==> src/rtl/ex_md_pkg.sv <==
// rtl/ex_md_pkg.sv - shared encodings and helpers for the EX-stage M-extension back end
package ex_md_pkg;

  typedef enum logic [2:0] {
    MD_MUL    = 3'd0,
    MD_MULH   = 3'd1,
    MD_MULHSU = 3'd2,
    MD_MULHU  = 3'd3,
    MD_DIV    = 3'd4,
    MD_DIVU   = 3'd5,
    MD_REM    = 3'd6,
    MD_REMU   = 3'd7
  } md_op_e;

  typedef enum logic [1:0] {
    S_IDLE,
    S_MUL,
    S_DIV,
    S_DONE
  } state_e;

  localparam logic [31:0] NOP_INST = 32'h00000013;

  function automatic logic is_div(input logic [2:0] op);
    return op[2];
  endfunction

  // Signedness of rs1: the dividend for DIV/REM, the multiplicand for MULH/MULHSU.
  function automatic logic is_signed(input logic [2:0] op);
    return op[2] ? ~op[0] : ((op == MD_MULH) || (op == MD_MULHSU));
  endfunction

endpackage

==> src/rtl/md_div.sv <==
// rtl/md_div.sv - restoring divider on operand magnitudes, one quotient bit per step
module md_div
  import ex_md_pkg::*;
#(
  parameter int XLEN = 32
) (
  input  logic            clk,
  input  logic            rst_n,
  input  logic            load,
  input  logic            step,
  input  logic            sgn,
  input  logic [XLEN-1:0] a,
  input  logic [XLEN-1:0] b,
  output logic            special,
  output logic            last,
  output logic [XLEN-1:0] quo,
  output logic [XLEN-1:0] rem
);

  localparam int CW = $clog2(XLEN) + 1;
  localparam logic [XLEN-1:0] MOST_NEG = {1'b1, {(XLEN-1){1'b0}}};

  logic [XLEN-1:0] q_r, r_r, b_mag_r;
  logic            neg_q, neg_r;
  logic [CW-1:0]   cnt;
  logic            a_neg, b_neg;
  logic [XLEN-1:0] a_mag, b_mag, spec_q, spec_r;
  logic [XLEN:0]   r_sh, diff;

  always_comb begin
    a_neg   = sgn & a[XLEN-1];
    b_neg   = sgn & b[XLEN-1];
    a_mag   = a_neg ? -a : a;
    b_mag   = b_neg ? -b : b;
    special = (b == '0) | (sgn & (a == MOST_NEG) & (b == '1));
    spec_q  = (b == '0) ? '1 : a;
    spec_r  = (b == '0) ? a : '0;
    r_sh    = {r_r, q_r[XLEN-1]};
    diff    = r_sh - {1'b0, b_mag_r};
    last    = (cnt == CW'(1));
    quo     = neg_q ? -q_r : q_r;
    rem     = neg_r ? -r_r : r_r;
  end

  // Special cases park their final values here with the sign flags cleared,
  // so the result path is identical for every divide.
  always_ff @(posedge clk or negedge rst_n) begin
    if (!rst_n) begin
      q_r     <= '0;
      r_r     <= '0;
      b_mag_r <= '0;
      neg_q   <= 1'b0;
      neg_r   <= 1'b0;
      cnt     <= '0;
    end else if (load) begin
      if (special) begin
        q_r   <= spec_q;
        r_r   <= spec_r;
        neg_q <= 1'b0;
        neg_r <= 1'b0;
        cnt   <= '0;
      end else begin
        q_r     <= a_mag;
        r_r     <= '0;
        b_mag_r <= b_mag;
        neg_q   <= a_neg ^ b_neg;
        neg_r   <= a_neg;
        cnt     <= CW'(XLEN);
      end
    end else if (step) begin
      cnt <= cnt - CW'(1);
      if (!diff[XLEN]) begin
        r_r <= diff[XLEN-1:0];
        q_r <= {q_r[XLEN-2:0], 1'b1};
      end else begin
        r_r <= r_sh[XLEN-1:0];
        q_r <= {q_r[XLEN-2:0], 1'b0};
      end
    end
  end

endmodule

==> src/rtl/ex_md.sv <==
// rtl/ex_md.sv - EX-stage back end: RV M-extension FSM, multiplier and EX/MEM register
module ex_md
  import ex_md_pkg::*;
#(
  parameter int XLEN     = 32,
  parameter int FAST_MUL = 1
) (
  input  logic            i_clk,
  input  logic            i_rst_n,
  input  logic            i_vld,
  input  logic            i_flush,
  input  logic            i_hold,
  input  logic            i_md,
  input  logic [2:0]      i_md_op,
  input  logic [XLEN-1:0] i_rs1_rdata,
  input  logic [XLEN-1:0] i_rs2_rdata,
  input  logic [XLEN-1:0] i_alu_res,
  input  logic [4:0]      i_rd_waddr,
  input  logic            i_rd_wen,
  input  logic            i_mem_read,
  input  logic            i_mem_write,
  input  logic            i_mem_reg,
  input  logic [XLEN-1:0] i_pc,
  input  logic [31:0]     i_inst,
  output logic            o_stall,
  output logic            o_busy,
  output logic            o_vld,
  output logic [XLEN-1:0] o_res_ff,
  output logic [4:0]      o_rd_waddr,
  output logic            o_rd_wen,
  output logic            o_mem_read,
  output logic            o_mem_write,
  output logic            o_mem_reg,
  output logic [XLEN-1:0] o_pc,
  output logic [31:0]     o_inst,
  output logic [XLEN-1:0] o_dmem_addr,
  output logic [XLEN-1:0] o_dmem_wdata
);

  localparam int CW = $clog2(XLEN) + 1;

  state_e            state, state_n;
  logic              mul_load, mul_step, div_load, div_step;
  logic              div_special, div_last;
  logic [XLEN-1:0]   div_quo, div_rem, md_res;
  logic [2:0]        op_q;
  logic [2*XLEN-1:0] prod, ma_sh, acc_n;
  logic [XLEN:0]     mb_sh;
  logic [CW-1:0]     mul_cnt;
  logic              rs1_sgn, rs2_sgn;
  logic signed [2*XLEN+1:0] prod_fast;

  assign o_dmem_addr  = i_alu_res;
  assign o_dmem_wdata = i_rs2_rdata;

  always_ff @(posedge i_clk or negedge i_rst_n) begin
    if (!i_rst_n) state <= S_IDLE;
    else          state <= state_n;
  end

  always_comb begin
    state_n  = state;
    mul_load = 1'b0;
    mul_step = 1'b0;
    div_load = 1'b0;
    div_step = 1'b0;
    o_stall  = i_hold | (i_vld & i_md & (state != S_DONE));
    o_busy   = (state != S_IDLE);
    if (i_flush) begin
      state_n = S_IDLE;
    end else if (!i_hold) begin
      case (state)
        S_IDLE: if (i_vld && i_md) begin
          if (is_div(i_md_op)) begin
            div_load = 1'b1;
            state_n  = div_special ? S_DONE : S_DIV;
          end else begin
            mul_load = 1'b1;
            state_n  = S_MUL;
          end
        end
        S_MUL: begin
          mul_step = 1'b1;
          if (FAST_MUL != 0 || mul_cnt == CW'(1)) state_n = S_DONE;
        end
        S_DIV: begin
          div_step = 1'b1;
          if (div_last) state_n = S_DONE;
        end
        default: state_n = S_IDLE;
      endcase
    end
  end

  md_div #(.XLEN(XLEN)) u_div (
    .clk     (i_clk),
    .rst_n   (i_rst_n),
    .load    (div_load),
    .step    (div_step),
    .sgn     (is_signed(i_md_op)),
    .a       (i_rs1_rdata),
    .b       (i_rs2_rdata),
    .special (div_special),
    .last    (div_last),
    .quo     (div_quo),
    .rem     (div_rem)
  );

  // Operands are sign/zero extended to XLEN+1 bits so one signed product covers all four ops.
  // The serial path treats mb_sh bit XLEN as a negative weight and subtracts it on the last step.
  always_comb begin
    rs1_sgn   = is_signed(i_md_op);
    rs2_sgn   = (i_md_op == MD_MULH);
    prod_fast = $signed(ma_sh[XLEN:0]) * $signed(mb_sh);
    acc_n     = prod + (mb_sh[0] ? ma_sh : '0)
              - (((mul_cnt == CW'(1)) && mb_sh[1]) ? (ma_sh << 1) : '0);
    if (is_div(op_q))         md_res = op_q[1] ? div_rem : div_quo;
    else if (op_q == MD_MUL)  md_res = prod[XLEN-1:0];
    else                      md_res = prod[2*XLEN-1:XLEN];
  end

  always_ff @(posedge i_clk or negedge i_rst_n) begin
    if (!i_rst_n) begin
      op_q    <= '0;
      prod    <= '0;
      ma_sh   <= '0;
      mb_sh   <= '0;
      mul_cnt <= '0;
    end else if (mul_load) begin
      op_q    <= i_md_op;
      prod    <= '0;
      ma_sh   <= {{XLEN{rs1_sgn & i_rs1_rdata[XLEN-1]}}, i_rs1_rdata};
      mb_sh   <= {rs2_sgn & i_rs2_rdata[XLEN-1], i_rs2_rdata};
      mul_cnt <= CW'(XLEN);
    end else if (div_load) begin
      op_q <= i_md_op;
    end else if (mul_step) begin
      if (FAST_MUL != 0) begin
        prod <= prod_fast[2*XLEN-1:0];
      end else begin
        prod    <= acc_n;
        ma_sh   <= ma_sh << 1;
        mb_sh   <= mb_sh >> 1;
        mul_cnt <= mul_cnt - CW'(1);
      end
    end
  end

  always_ff @(posedge i_clk or negedge i_rst_n) begin
    if (!i_rst_n) begin
      o_vld       <= 1'b0;
      o_res_ff    <= '0;
      o_rd_waddr  <= '0;
      o_rd_wen    <= 1'b0;
      o_mem_read  <= 1'b0;
      o_mem_write <= 1'b0;
      o_mem_reg   <= 1'b0;
      o_pc        <= '0;
      o_inst      <= NOP_INST;
    end else if (i_flush || (!i_hold && i_md && state != S_DONE)) begin
      o_vld       <= 1'b0;
      o_rd_wen    <= 1'b0;
      o_mem_read  <= 1'b0;
      o_mem_write <= 1'b0;
    end else if (!i_hold) begin
      o_vld       <= i_vld;
      o_res_ff    <= i_md ? md_res : i_alu_res;
      o_rd_waddr  <= i_rd_waddr;
      o_rd_wen    <= i_rd_wen;
      o_mem_read  <= i_mem_read;
      o_mem_write <= i_mem_write;
      o_mem_reg   <= i_mem_reg;
      o_pc        <= i_pc;
      o_inst      <= i_inst;
    end
  end

endmodule

==> config.mk <==
export PLATFORM = sky130hd
export DESIGN_NAME = ex_md
export DESIGN_NICKNAME = d
export VERILOG_FILES = /design/src/rtl/ex_md_pkg.sv /design/src/rtl/md_div.sv /design/src/rtl/ex_md.sv
export SDC_FILE = /design/constraint.sdc
export NUM_CORES = 2
export LEC_CHECK = 0
export CAP_MARGIN = 20
export CORE_UTILIZATION = 30
export CTS_BUF_LIST = sky130_fd_sc_hd__clkbuf_8
export DETAILED_ROUTE_END_ITERATION = 10
export GPL_ROUTABILITY_DRIVEN = 1
export SYNTH_ARGS = -nofsm -noshare
export SYNTH_HDL_FRONTEND = slang
export SYNTH_SLANG_ARGS = --single-unit
export TNS_END_PERCENT = 10
==> constraint.sdc <==
create_clock -name i_clk -period 8.3 [get_ports i_clk]
set_clock_uncertainty 0.15 [all_clocks]
set_input_delay 1.245 -clock i_clk [delete_from_list [all_inputs] [get_ports i_clk]]
set_output_delay 1.245 -clock i_clk [all_outputs]
set_load 0.02 [all_outputs]
==> results.json <==
{
  "gp_congestion": 0.930,
  "via_count": 45015,
  "cts_tree": "yes",
  "largest_register_ff_count": 64,
  "cts-root-buf": "clkbuf_8",
  "ys_types": 79,
  "slew_headroom_pct": 34.7,
  "crit_buf_inv": 6,
  "ys_seq_area_share_pct": 14.9,
  "core_area_um2": 191000,
  "synth_area_um2": 57900,
  "final_cells": 9200,
  "area_growth_pct": 14.8,
  "drcViolationCount": 0,
  "grt_pass1_vias": 48174,
  "required_ps": 8780,
  "fmax_mhz": 124,
  "crit_top_cell": "fa_1",
  "outcome": "completed",
  "max-cap-violations": 0,
  "crit_path_max_incr_delay_ps": 570,
  "ctsHoldBuffers": 0,
  "wl_met1_mm": 81.1,
  "wl_met3_mm": 13.0,
  "rows": 160,
  "dieArea_um2": 195000,
  "synth_seq_cells": 345,
  "floorplan.initialDensity_pct": 30.3,
  "hold_slack_ps": 309,
  "setup.worst_path.end_class": "flop",
  "grt_pass1_wl_mm": 300,
  "worst_slew_pin_slew_ps": 980,
  "finalHoldViolations": 0,
  "synth_top_area_share_pct": 38.9,
  "slowest_stage": "fa_1",
  "routed_wl_mm": 196,
  "dieHeight_um": 441,
  "period_share_pct": 97.1,
  "fin_nets": 8194,
  "io_pins": 350,
  "path_clk_slew_ps": 60,
  "top_regs": "prod: 64 flops, ma_sh: 33 flops, mb_sh: 33 flops",
  "antenna_found_initial": 6,
  "drv_slew": 0,
  "grt_start_max_net_pins": 137,
  "drive_gt1_share_pct": 7.30,
  "startpoint_type": "flop",
  "synth_nets": 7950,
  "synthArstFlopShare_pct": 100,
  "crit_fanout": 18,
  "clock-sinks": 345,
  "postSynthAreaPerCell_um2": 9.07,
  "detail-route-antenna-nets": 0,
  "fp.dieW_um": 441,
  "grt_overflow": 0,
  "portBuffers": 349,
  "drtPass1Iterations": 6,
  "arrival_ps": 8530,
  "vias_per_cell": 4.89,
  "yosysTopAreaCell": "fa_1",
  "synth_edf_count": 0,
  "regMostFlops": "prod",
  "hp-class": "flop to flop",
  "synth_ff_type": "dfrtp_1",
  "nFillCells": 19694,
  "cp_top_family": "adder cells",
  "clockBufferDepth": 3,
  "layout_min_cycle_time_ps": 8060,
  "hpwl_mm": 161,
  "final_util_pct": 34.8,
  "met2_length_mm": 93.7,
  "cts-buffers-inserted": 70,
  "worstSetupPathType": "flop to flop",
  "grt_usage_pct": 20.3,
  "worst_skew_pair.late_latency_ps": 780,
  "maxUsedRoutingLayer": "met5",
  "ys_warn_count": 0,
  "post_drt_wl_per_cell_um": 21.3,
  "drtIter0Drc": 3043,
  "place_inst": 9069,
  "rsz0062_at_grt": "true",
  "post_synth_inst_count": 6391,
  "synth_area_leaders": "fa_1 (39%), dfrtp_1 (15%), inv_1 (7.6%)",
  "h-tree-depth": 3,
  "setup_viol": 0
}
-- area by class of cell --
class                      count  area, um^2  share of cell area [%]
tap                         2511        3140                    4.72
sequential                   345        8650                    13.0
antenna                        2        5.00                 0.00753
clock buffer                  91        1250                    1.88
clock inverter                33         256                   0.386
multi-input combinational   4457       43200                    65.0
inverter                    1181        4430                    6.67
timing repair buffer         580        5540                    8.33
-- cell usage in the layout (no fill, tap or decap), drive strengths merged, types with 92 or more instances in the layout --
cell type,synthesis,routed
nor2,160,160
fa,1126,1126
xnor2,115,115
o21ai,219,219
ha,255,255
buf,84,231
and2,545,545
clkdlybuf4s50,0,348
inv,1179,1200
xor2,103,103
clkbuf,324,92
dfrtp,342,342
a21oi,176,176
nand2,1027,1027
-- per-layer routing --
metal | track usage, % | vias to the layer above
met1 | 25.9 | 23144
met3 | 3.48 | 315
li1 | - | 19963
met4 | 7.86 | 2
met5 | 0 | -
met2 | 34.1 | 1591
-- cell usage after synthesis, types with 5 or more instances --
library cell,count
nand3_1,64
dfrtp_1,342
and3_1,26
a32oi_1,15
nor4_1,11
a22o_1,17
o21a_1,18
o21bai_1,15
a21o_1,31
o221ai_1,5
or4_1,12
nand2_1,1027
and2_1,545
a22oi_1,5
nand2b_1,29
xor2_1,102
or3_1,33
a21oi_1,176
buf_1,7
clkbuf_1,323
o21ai_0,203
fa_1,1126
nor3_1,35
or2_2,9
nand4_1,26
a211o_1,7
nor2b_1,16
buf_4,68
inv_1,1179
mux2_2,68
buf_2,6
a211oi_1,22
o21ai_1,16
mux2i_1,52
a221oi_1,5
ha_1,255
a31o_2,7
o31ai_1,40
a31oi_1,38
o22ai_1,27
o211ai_1,30
xnor2_1,115
nor2_1,159
o41ai_1,13
-- timing repair --
item / 4_1_cts / 5_1_grt
setup buffers: 0 / 2
endpoints found under the setup margin: 0 / 20
gates resized for setup: 0 / 48
-- per-stage QoR --
step | area, um^2 | setup WS [ps] | TNS (ps)
2_1_floorplan | 57900 | 432 | 0
3_3_place_gp | 64700 | 60.5 | 0
3_5_place_dp | 64800 | 44.5 | 0
4_1_cts | 66300 | 25.1 | 0
5_1_grt | 66500 | -68.3 | -107
6_report | 66500 | 244 | 0
-- cells by family after synthesis --
kind of cell | after synthesis | synth area share [%]
flip-flops | 345 | 14.9
adder cells (fa/ha/maj) | 1381 | 44.4
AND/OR/NAND/NOR | 2014 | 16.6
buffers and inverters | 1589 | 10.8
AO/OA/AOI/OAI | 724 | 7.81
multiplexers | 120 | 2.22
XOR/XNOR | 218 | 3.31
-- path summary, 6_finish.rpt --
| check | from | endpoint | slack [ps] | cells past startpoint |
|---|---|---|---|---|
| min reg2reg | o_inst[1] | o_inst[1] | 310 | 2 |
| max reg2reg | ma_sh[15] | prod[51] | 240 | 26 |
| min in group asynchronous | i_rst_n | o_pc[22] | 360 | 1 |
| max in group asynchronous | i_rst_n | o_res_ff[12] | 6150 | 2 |
| max | ma_sh[15] | prod[51] | 240 | 26 |
| min | o_inst[1] | o_inst[1] | 310 | 2 |
-- worst min-delay path, delay by kind of cell (launching register included) --
kind / cells / cell delay [ps]
flip-flops: 1 / 370
AND/OR/NAND/NOR: 2 / 90
Power is not shown: default switching activity piles up to over one toggle a cycle in this logic, so the estimate is an artifact.
